`config.mk`:
```
export PLATFORM = sky130hd
export DESIGN_NAME = arr_pack_sched_flat
export DESIGN_NICKNAME = d
export VERILOG_FILES = /design/src/rtl/arr_pack_sched_if.sv /design/src/rtl/arr_pack_sched.sv /design/src/flat_wrapper.sv
export SDC_FILE = /design/constraint.sdc
export NUM_CORES = 1
export LEC_CHECK = 0
export CORE_UTILIZATION = 29
export DETAILED_ROUTE_END_ITERATION = 6
export PLACE_DENSITY_LB_ADDON = 0.1
export SLEW_MARGIN = 20
export SYNTH_ARGS = -nofsm -noshare
export SYNTH_HDL_FRONTEND = slang
export SYNTH_SLANG_ARGS = --single-unit
export TNS_END_PERCENT = 30
```
`constraint.sdc`:
```
create_clock -name clk -period 2.7 [get_ports clk]
set_clock_uncertainty 0.05 [all_clocks]
set_input_delay 0.405 -clock clk [delete_from_list [all_inputs] [get_ports clk]]
set_output_delay 0.405 -clock clk [all_outputs]
set_load 0.02 [all_outputs]
```
`src/rtl/arr_pack_sched_if.sv`:
```
// Handshake bundle for arr_pack_sched: two byte requesters, the packed-word
// consumer and the frame fill count.
interface arr_pack_sched_if #(
    parameter int DATA_W = 8
);
    logic                  a_valid;
    logic [DATA_W-1:0]     a_data;
    logic                  a_ready;
    logic                  b_valid;
    logic [DATA_W-1:0]     b_data;
    logic                  b_ready;
    logic                  out_valid;
    logic [2*DATA_W-1:0]   out_data;
    logic                  out_ready;
    logic [2:0]            fill_cnt;

    modport master (
        output a_valid, a_data, b_valid, b_data, out_ready,
        input  a_ready, b_ready, out_valid, out_data, fill_cnt
    );

    modport slave (
        input  a_valid, a_data, b_valid, b_data, out_ready,
        output a_ready, b_ready, out_valid, out_data, fill_cnt
    );
endinterface

```
`src/rtl/arr_pack_sched.sv`:
```
// Two-requester byte collector: fills a 4-entry array with round-robin
// arbitration on contention, then drains it as two packed 2*DATA_W words.
module arr_pack_sched #(
    parameter int DATA_W = 8
) (
    input  logic             clk,
    input  logic             rst_n,
    arr_pack_sched_if.slave  bus
);
    typedef enum logic [1:0] {
        FILL     = 2'd0,
        DRAIN_LO = 2'd1,
        DRAIN_HI = 2'd2
    } state_t;

    state_t                state_r;
    logic [1:0]            wr_ptr_r;
    logic [2:0]            fill_cnt_r;
    logic                  prio_b_r;
    logic [DATA_W-1:0]     arr_r [4];
    logic                  out_valid_r;
    logic [2*DATA_W-1:0]   out_data_r;

    logic                  grant_a_s;
    logic                  grant_b_s;
    logic                  contend_s;
    logic                  wr_en_s;
    logic [DATA_W-1:0]     wr_data_s;

    // Arbitration: grants only while filling; priority bit breaks ties.
    always_comb begin
        grant_a_s = 1'b0;
        grant_b_s = 1'b0;
        contend_s = bus.a_valid && bus.b_valid;
        if (state_r == FILL) begin
            if (contend_s) begin
                grant_a_s = !prio_b_r;
                grant_b_s = prio_b_r;
            end else begin
                grant_a_s = bus.a_valid;
                grant_b_s = bus.b_valid;
            end
        end else begin
            grant_a_s = 1'b0;
            grant_b_s = 1'b0;
        end
        wr_en_s   = grant_a_s || grant_b_s;
        wr_data_s = grant_a_s ? bus.a_data : bus.b_data;
    end

    // Frame state machine, array storage and registered output word.
    always_ff @(posedge clk or negedge rst_n) begin
        if (!rst_n) begin
            state_r     <= FILL;
            wr_ptr_r    <= 2'd0;
            fill_cnt_r  <= 3'd0;
            prio_b_r    <= 1'b0;
            out_valid_r <= 1'b0;
            out_data_r  <= {(2*DATA_W){1'b0}};
            for (int i = 0; i < 4; i++) begin
                arr_r[i] <= {DATA_W{1'b0}};
            end
        end else begin
            case (state_r)
                FILL: begin
                    if (wr_en_s) begin
                        arr_r[wr_ptr_r] <= wr_data_s;
                        wr_ptr_r        <= wr_ptr_r + 2'd1;
                        fill_cnt_r      <= fill_cnt_r + 3'd1;
                        if (contend_s) begin
                            prio_b_r <= !prio_b_r;
                        end
                        // Entries 0 and 1 are already stored when the last byte lands.
                        if (wr_ptr_r == 2'd3) begin
                            state_r     <= DRAIN_LO;
                            out_valid_r <= 1'b1;
                            out_data_r  <= {arr_r[0], arr_r[1]};
                        end
                    end
                end
                DRAIN_LO: begin
                    if (bus.out_ready) begin
                        out_data_r <= {arr_r[2], arr_r[3]};
                        state_r    <= DRAIN_HI;
                    end
                end
                DRAIN_HI: begin
                    if (bus.out_ready) begin
                        out_valid_r <= 1'b0;
                        wr_ptr_r    <= 2'd0;
                        fill_cnt_r  <= 3'd0;
                        state_r     <= FILL;
                    end
                end
                default: begin
                    state_r <= FILL;
                end
            endcase
        end
    end

    assign bus.a_ready   = grant_a_s;
    assign bus.b_ready   = grant_b_s;
    assign bus.out_valid = out_valid_r;
    assign bus.out_data  = out_data_r;
    assign bus.fill_cnt  = fill_cnt_r;
endmodule

```
`src/flat_wrapper.sv`:
```
// flat-port wrapper written by rule: the top's interface ports become plain ports
module arr_pack_sched_flat 
#(
    parameter int DATA_W = 8
)
  (clk, rst_n, bus_a_valid, bus_a_data, bus_b_valid, bus_b_data, bus_out_ready, bus_a_ready, bus_b_ready, bus_out_valid, bus_out_data, bus_fill_cnt);
  arr_pack_sched_if #(.DATA_W(DATA_W)) bus_i ();
  input  logic clk;
  input  logic rst_n;
  input wire logic [$bits(bus_i.a_valid)-1:0] bus_a_valid;
  input wire logic [$bits(bus_i.a_data)-1:0] bus_a_data;
  input wire logic [$bits(bus_i.b_valid)-1:0] bus_b_valid;
  input wire logic [$bits(bus_i.b_data)-1:0] bus_b_data;
  input wire logic [$bits(bus_i.out_ready)-1:0] bus_out_ready;
  output wire logic [$bits(bus_i.a_ready)-1:0] bus_a_ready;
  output wire logic [$bits(bus_i.b_ready)-1:0] bus_b_ready;
  output wire logic [$bits(bus_i.out_valid)-1:0] bus_out_valid;
  output wire logic [$bits(bus_i.out_data)-1:0] bus_out_data;
  output wire logic [$bits(bus_i.fill_cnt)-1:0] bus_fill_cnt;
  assign bus_i.a_valid = bus_a_valid;
  assign bus_i.a_data = bus_a_data;
  assign bus_i.b_valid = bus_b_valid;
  assign bus_i.b_data = bus_b_data;
  assign bus_i.out_ready = bus_out_ready;
  assign bus_a_ready = bus_i.a_ready;
  assign bus_b_ready = bus_i.b_ready;
  assign bus_out_valid = bus_i.out_valid;
  assign bus_out_data = bus_i.out_data;
  assign bus_fill_cnt = bus_i.fill_cnt;
  arr_pack_sched #(.DATA_W(DATA_W)) u_core (.clk(clk), .rst_n(rst_n), .bus(bus_i));
endmodule
```
==> results.toml, run 1 <==
[run_status]
status = "completed"

[synth]
yosys.cell_types.count = 31
synth-edff-count = 0
synthTopCellsByArea = "dfrtp_1, mux2_4, a21oi_1"
synth.avg_cell_area_um2 = 12.2
syn-num-nets = 249
synth.most_common_cell = "dfrtp_1"
async_reset_ff_share_pct = 100
synth_common_cells = "dfrtp_1, a21oi_1, nor2_1"
seq_area_frac_synth_pct = 52.3
netlist_instances = 223
synth_top_area_share_pct = 52.3
syn_area_mm2 = 0.00273
yosysWarnings = 0
synth-seq-cells = 57
synth_top_area_cell = "dfrtp_1"
synth-main-ff-cell = "dfrtp_1"

[worst_setup_path]
crit_required_ps = 2250
crit_arrival_ps = 1910
cp-end-kind = "primary output"
reg2reg_depth = 5
critPathKind = "reg2out"
critPathMaxFanout = 9
cp-start-kind = "register"

[finish]
stdcell_count = 386
nets = 296
regArea_mm2 = 0.00143
drive_gt1_share_pct = 24.0
diodes = 0
multi_input_area_mm2 = 0.00111
fillers = 909
syn_to_final_growth_pct = 23.9

[clock_tree]
clk_path_buf_depth = 2
insertion_delay_ps = 330
ctsResizeCount = 0
clock_sinks = 57
ctsHtreeMaxLevel = 3
cts_buffers = 9
cts_setup_buffers = 0
clkTransAtPathRegs_ps = 70
cts_tree = "done"
cts-root-buf = "clkbuf_8"

[timing]
post-route-period-util_pct = 87.7
worstMarginPinSlew_ps = 470
fmax_mhz = 422
period_needed_ps = 2370
rsz0062_at_grt = "no"
setup_tns_ps = 0
relSlewSlack_pct = 67.8
final_hold_viol_count = 0
maxSlewViolCount = 0
finalSetupViolations = 0
layout_setup_ws_ps = 331

[power]
p_per_area_mw_per_mm2 = 1300
p_switching_mw = 1.60
p_int_mw = 2.78
p_seq_share_pct = 35.4
pwr-share-clk_pct = 16.4
comb_power_share_pct = 48.2
p_leak_nw = 1.45
netSwitchingFraction_pct = 36.5
power_mw = 4.38
vdd_drop_max_mv = 0.329

[global_route]
grt_use_met1_pct = 17.5
use_met3_pct = 2.41
antenna_found_initial = 0
grt_pass1_wl_um = 9290
grt_max_degree = 31
grt_overflow = 0
grt.met2_usage_pct = 18.6
busiest_layer = "met2"
grt_pass1_vias = 1788
grt_usage_pct = 12.6

[placement]
dp_cells = 369
pre_cts_ws_ps = 442
post-dp-hpwl_um = 3820
portBuffers = 42
gp_congestion = 0.669

[detailed_routing]
drt_pass1_iterations = 4
remaining_drc_errors = 0
finalWirelength_um = 5420
wl_per_cell_um = 14.0
detail-route-antenna-nets = 0
via_count = 1695
drtIter0Drc = 67
via_per_inst = 4.39

[run]
cap_violations = 0

[floorplanning]
placementRows = 35
fp.dieH_um = 99.0
die_area_mm2 = 0.00979
initial_core_util_pct = 29.8
core-area_mm2 = 0.00915
die_width_um = 99.0
num_io_pins = 43

[hold_path]
min_path_type = "in2async"
## final cells by class
class / count / area share, %
flip-flops and latches: 57 / 42.2
multi-input cells: 146 / 32.8
repair buffers: 49 / 14.7
clock buffers: 11 / 4.48
well taps: 111 / 4.11
clock inverters: 5 / 0.889
inverters: 7 / 0.852
## per-stage QoR
step / utilization [%] / hold slack (ps) / instance area, µm²
floorplan: - / 59.4 / 2730
global placement: 34.8 / 251 / 3190
detailed placement: 34.8 / 254 / 3190
CTS: 36.9 / 423 / 3380
global route: 36.9 / 462 / 3380
finish: 36.9 / 436 / 3380
## cells in the final DEF, fill, tap and decap left out, drive strengths merged
| cell | instances |
|---|---|
| and3 | 5 |
| a31oi | 1 |
| clkbuf | 11 |
| clkinvlp | 2 |
| xor2 | 1 |
| clkdlybuf4s50 | 41 |
| o21ai | 5 |
| ha | 5 |
| buf | 7 |
| nand2 | 8 |
| nand3b | 1 |
| o211a | 1 |
| nand3 | 3 |
| nand2b | 1 |
| xnor2 | 1 |
| a21oi | 36 |
| or2 | 1 |
| clkinv | 3 |
| mux2i | 8 |
| nor2 | 36 |
| and2 | 1 |
| mux2 | 32 |
| dfrtp | 57 |
| dlygate4sd3 | 1 |
| inv | 7 |
## state kept, by name, summed over array words and instances (netlist names)
| signal | count |
|---|---|
| u_core.state_r | 2 |
| u_core.prio_b_r | 1 |
| u_core.wr_ptr_r | 2 |
| u_core.bus.out_data | 16 |
| u_core.bus.fill_cnt | 3 |
| u_core.bus.out_valid | 1 |
| u_core.arr_r | 32 |
## worst max-delay path: stages (launching register included)
cell and delay (ps):
dfrtp_1 540, nor2_4 250, nand2_1 70, a21oi_1 110, clkdlybuf4s50_1 610
## kinds of logic (layout without fill, tap and decap cells)
| kind of cell | count (synthesis) | in the layout | share of synthesized area, % |
|---|---|---|---|
| fa+ha+maj | 5 | 5 | 2.29 |
| mux | 40 | 40 | 18.8 |
| flops | 57 | 57 | 52.3 |
| simple gates | 56 | 56 | 10.4 |
| buf+inv | 20 | 72 | 7.07 |
| xor+xnor | 2 | 2 | 0.643 |
| compound gates | 43 | 43 | 8.54 |
## final timing paths
| path | slack (ps) | from | endpoint |
|---|---|---|---|
| hold reg to reg | 460 | u_core.bus.fill_cnt[0]$_DFFE_PN0P_ | u_core.bus.fill_cnt[0]$_DFFE_PN0P_ |
| min in group clk | 460 | u_core.bus.fill_cnt[0]$_DFFE_PN0P_ | u_core.bus.fill_cnt[0]$_DFFE_PN0P_ |
| setup reg to reg | 820 | u_core.state_r[1]$_DFFE_PN0P_ | u_core.arr_r[17]$_DFFE_PN0P_ |
| setup / recovery | 330 | u_core.state_r[1]$_DFFE_PN0P_ | bus_b_ready |
| max in group asynchronous | 1620 | rst_n | u_core.arr_r[6]$_DFFE_PN0P_ |
| hold / removal | 440 | rst_n | u_core.state_r[1]$_DFFE_PN0P_ |
## what timing repair did
| action | in CTS | in global routing |
|---|---|---|
| endpoints found under the hold margin | 9 | 0 |
| hold buffers | 1 | 0 |
| endpoints found under the setup margin | 0 | 0 |
## power groups by stage
stage / logic [mW] / clock network, mW / registers (mW)
final: 2.11 / 0.719 / 1.55
after global routing: 2.34 / 0.776 / 1.62
after CTS: 2.16 / 0.751 / 1.56
after detailed placement: 2.15 / 0 / 1.57
after global placement: 2.13 / 0 / 1.57
after floorplan: 1.50 / 0 / 1.68
## metal layers
layer / vias to the layer above / part of all wire, %
met1: 808 / 51
met5: - / 0
met3: 9 / 2.2
met4: 0 / 2.0
li1: 852 / -
met2: 26 / 45
No activity file was read; power rests on OpenSTA's default activity.
==> inputs of run 2 (changes only) <==
Settings changed: CAP_MARGIN set to 20.
==> results of run 2 <==
Same layout as run 1: the final DEF is identical, and so are final timing and power.
==> inputs of run 3 (changes only) <==
Settings changed: SLEW_MARGIN 20 to unset.
Clock period 2.7 ns to 2.25 ns, I/O delays scaled along.
==> run 3 against run 2 <==
  * Wire length grew 1.1%
  * Largest power group unchanged
  * Final area increased by 2.8%
  * Sequential cell count did not move
  * Critical path type unchanged
  * Register-to-register slack worse by 340 ps
  * Critical path depth increased by 1
==> results.toml, run 3 (synthesis results as in run 1) <==
[finish]
fillers = 896
layout_commonest_cell = "dfrtp_1"
diodes = 0
final_cell_mix = "dfrtp_1, clkdlybuf4s50_1, a21oi_1, nor2_1, mux2_4"
nets = 300
top_register = "u_core.arr_r"
drive_gt1_share_pct = 25.1
largest_register_ffs = 32
syn_to_final_growth_pct = 27.4

[power]
power_mw = 5.65
p_per_area_mw_per_mm2 = 1630
vdd_drop_max_mv = 0.612
p_leak_nw = 1.51

[floorplanning]
placementRows = 35
core-area_mm2 = 0.00915
die_width_um = 99.0
num_io_pins = 43
fp.dieH_um = 99.0
die_area_mm2 = 0.00979
initial_core_util_pct = 29.8

[clock_tree]
clock_sinks = 57
clkTransAtPathRegs_ps = 70
cts_buffers = 9
ctsHtreeMaxLevel = 3
insertion_delay_ps = 330
clk_path_buf_depth = 2
cts-root-buf = "clkbuf_8"
cts_tree = "done"

[timing]
finalSetupViolations = 0
setup_tns_ps = 0
layout_setup_ws_ps = 203
maxSlewViolCount = 0
worstMarginPinSlew_ps = 543
final_hold_viol_count = 0
post-route-period-util_pct = 91.0
period_needed_ps = 2050
relSlewSlack_pct = 63.8
fmax_mhz = 489
rsz0062_at_grt = "no"

[worst_setup_path]
cp-start-kind = "register"
critPathKind = "reg2out"
critPathMaxFanout = 8
crit_arrival_ps = 1660
crit_required_ps = 1860
cp-end-kind = "primary output"

[global_route]
grt_pass1_vias = 1682
grt_max_degree = 38
antenna_found_initial = 0
grt_pass1_wl_um = 9060
grt_usage_pct = 12.5
grt_overflow = 0

[placement]
post-dp-hpwl_um = 3660
gp_congestion = 0.654
portBuffers = 42
pre_cts_ws_ps = 182

[run_status]
status = "completed"

[hold_path]
min_path_type = "reg2reg"

[detailed_routing]
detail-route-antenna-nets = 0
wl_per_cell_um = 14.0
remaining_drc_errors = 0
via_per_inst = 4.42
finalWirelength_um = 5480
via_count = 1723
drt_pass1_iterations = 4
drtIter0Drc = 96

[run]
cap_violations = 0
-- run 3: power by group --
group	internal [mW]	switching, mW	total (mW)
Sequential	1.55	0.308	1.86
Clock	0.765	0.431	1.20
Combinational	1.38	1.22	2.60
-- run 3: layout make-up --
| type | instances | area (µm²) | share of cell area [%] |
|---|---|---|---|
| flip-flops and latches | 57 | 1430 | 41.1 |
| multi-input cells | 146 | 1110 | 31.9 |
| repair buffers | 53 | 527 | 15.2 |
| clock buffers | 11 | 141 | 4.07 |
| well taps | 111 | 139 | 4.00 |
| clock inverters | 5 | 103 | 2.95 |
| inverters | 7 | 28.8 | 0.829 |
-- run 3: path summary, 6_finish.rpt --
| path | startpoint | end | slack [ps] | cells past startpoint |
|---|---|---|---|---|
| min in group asynchronous | rst_n | u_core.bus.out_valid$_DFFE_PN0P_ | 470 | 2 |
| max | u_core.state_r[1]$_DFFE_PN0P_ | bus_b_ready | 200 | 5 |
| max reg2reg | u_core.state_r[0]$_DFFE_PN0P_ | u_core.bus.out_data[2]$_DFFE_PN0P_ | 480 | 4 |
| max in group asynchronous | rst_n | u_core.state_r[0]$_DFFE_PN0P_ | 1090 | 3 |
| min | u_core.bus.fill_cnt[0]$_DFFE_PN0P_ | u_core.bus.fill_cnt[0]$_DFFE_PN0P_ | 450 | 1 |
| min reg2reg | u_core.bus.fill_cnt[0]$_DFFE_PN0P_ | u_core.bus.fill_cnt[0]$_DFFE_PN0P_ | 450 | 1 |
-- run 3: per-stage QoR --
stage	hold slack, ps	instances	util, %	area [µm²]
final	452	390	37.9	3470
after global routing	488	390	37.9	3470
after CTS	460	388	37.7	3450
after detailed placement	315	371	35.0	3200
after global placement	309	371	35.0	3200
after floorplan	-8.09	223	-	2730
-- run 3: critical path, cell delays in order, from the launching register on --
cell and delay, ps:
dfrtp_1 470, nor2_4 230, buf_4 140, nand2_1 40
a21oi_1 100, dlygate4sd2_1 340
-- run 3: repair_timing --
item	CTS	global route
pin swaps	0	1
setup endpoints to repair	1	1
gates resized for setup	1	2
hold endpoints to repair	20	0
setup buffers	0	2
hold buffers	1	0
-- run 3: metal layers --
layer | routed length [µm] | global-route usage [%] | vias up
li1 | - | - | 864
met1 | 2890 | 17.7 | 819
met5 | 0 | 0 | -
met4 | 123 | 7.92 | 0
met2 | 2330 | 17.2 | 30
met3 | 141 | 2.62 | 10
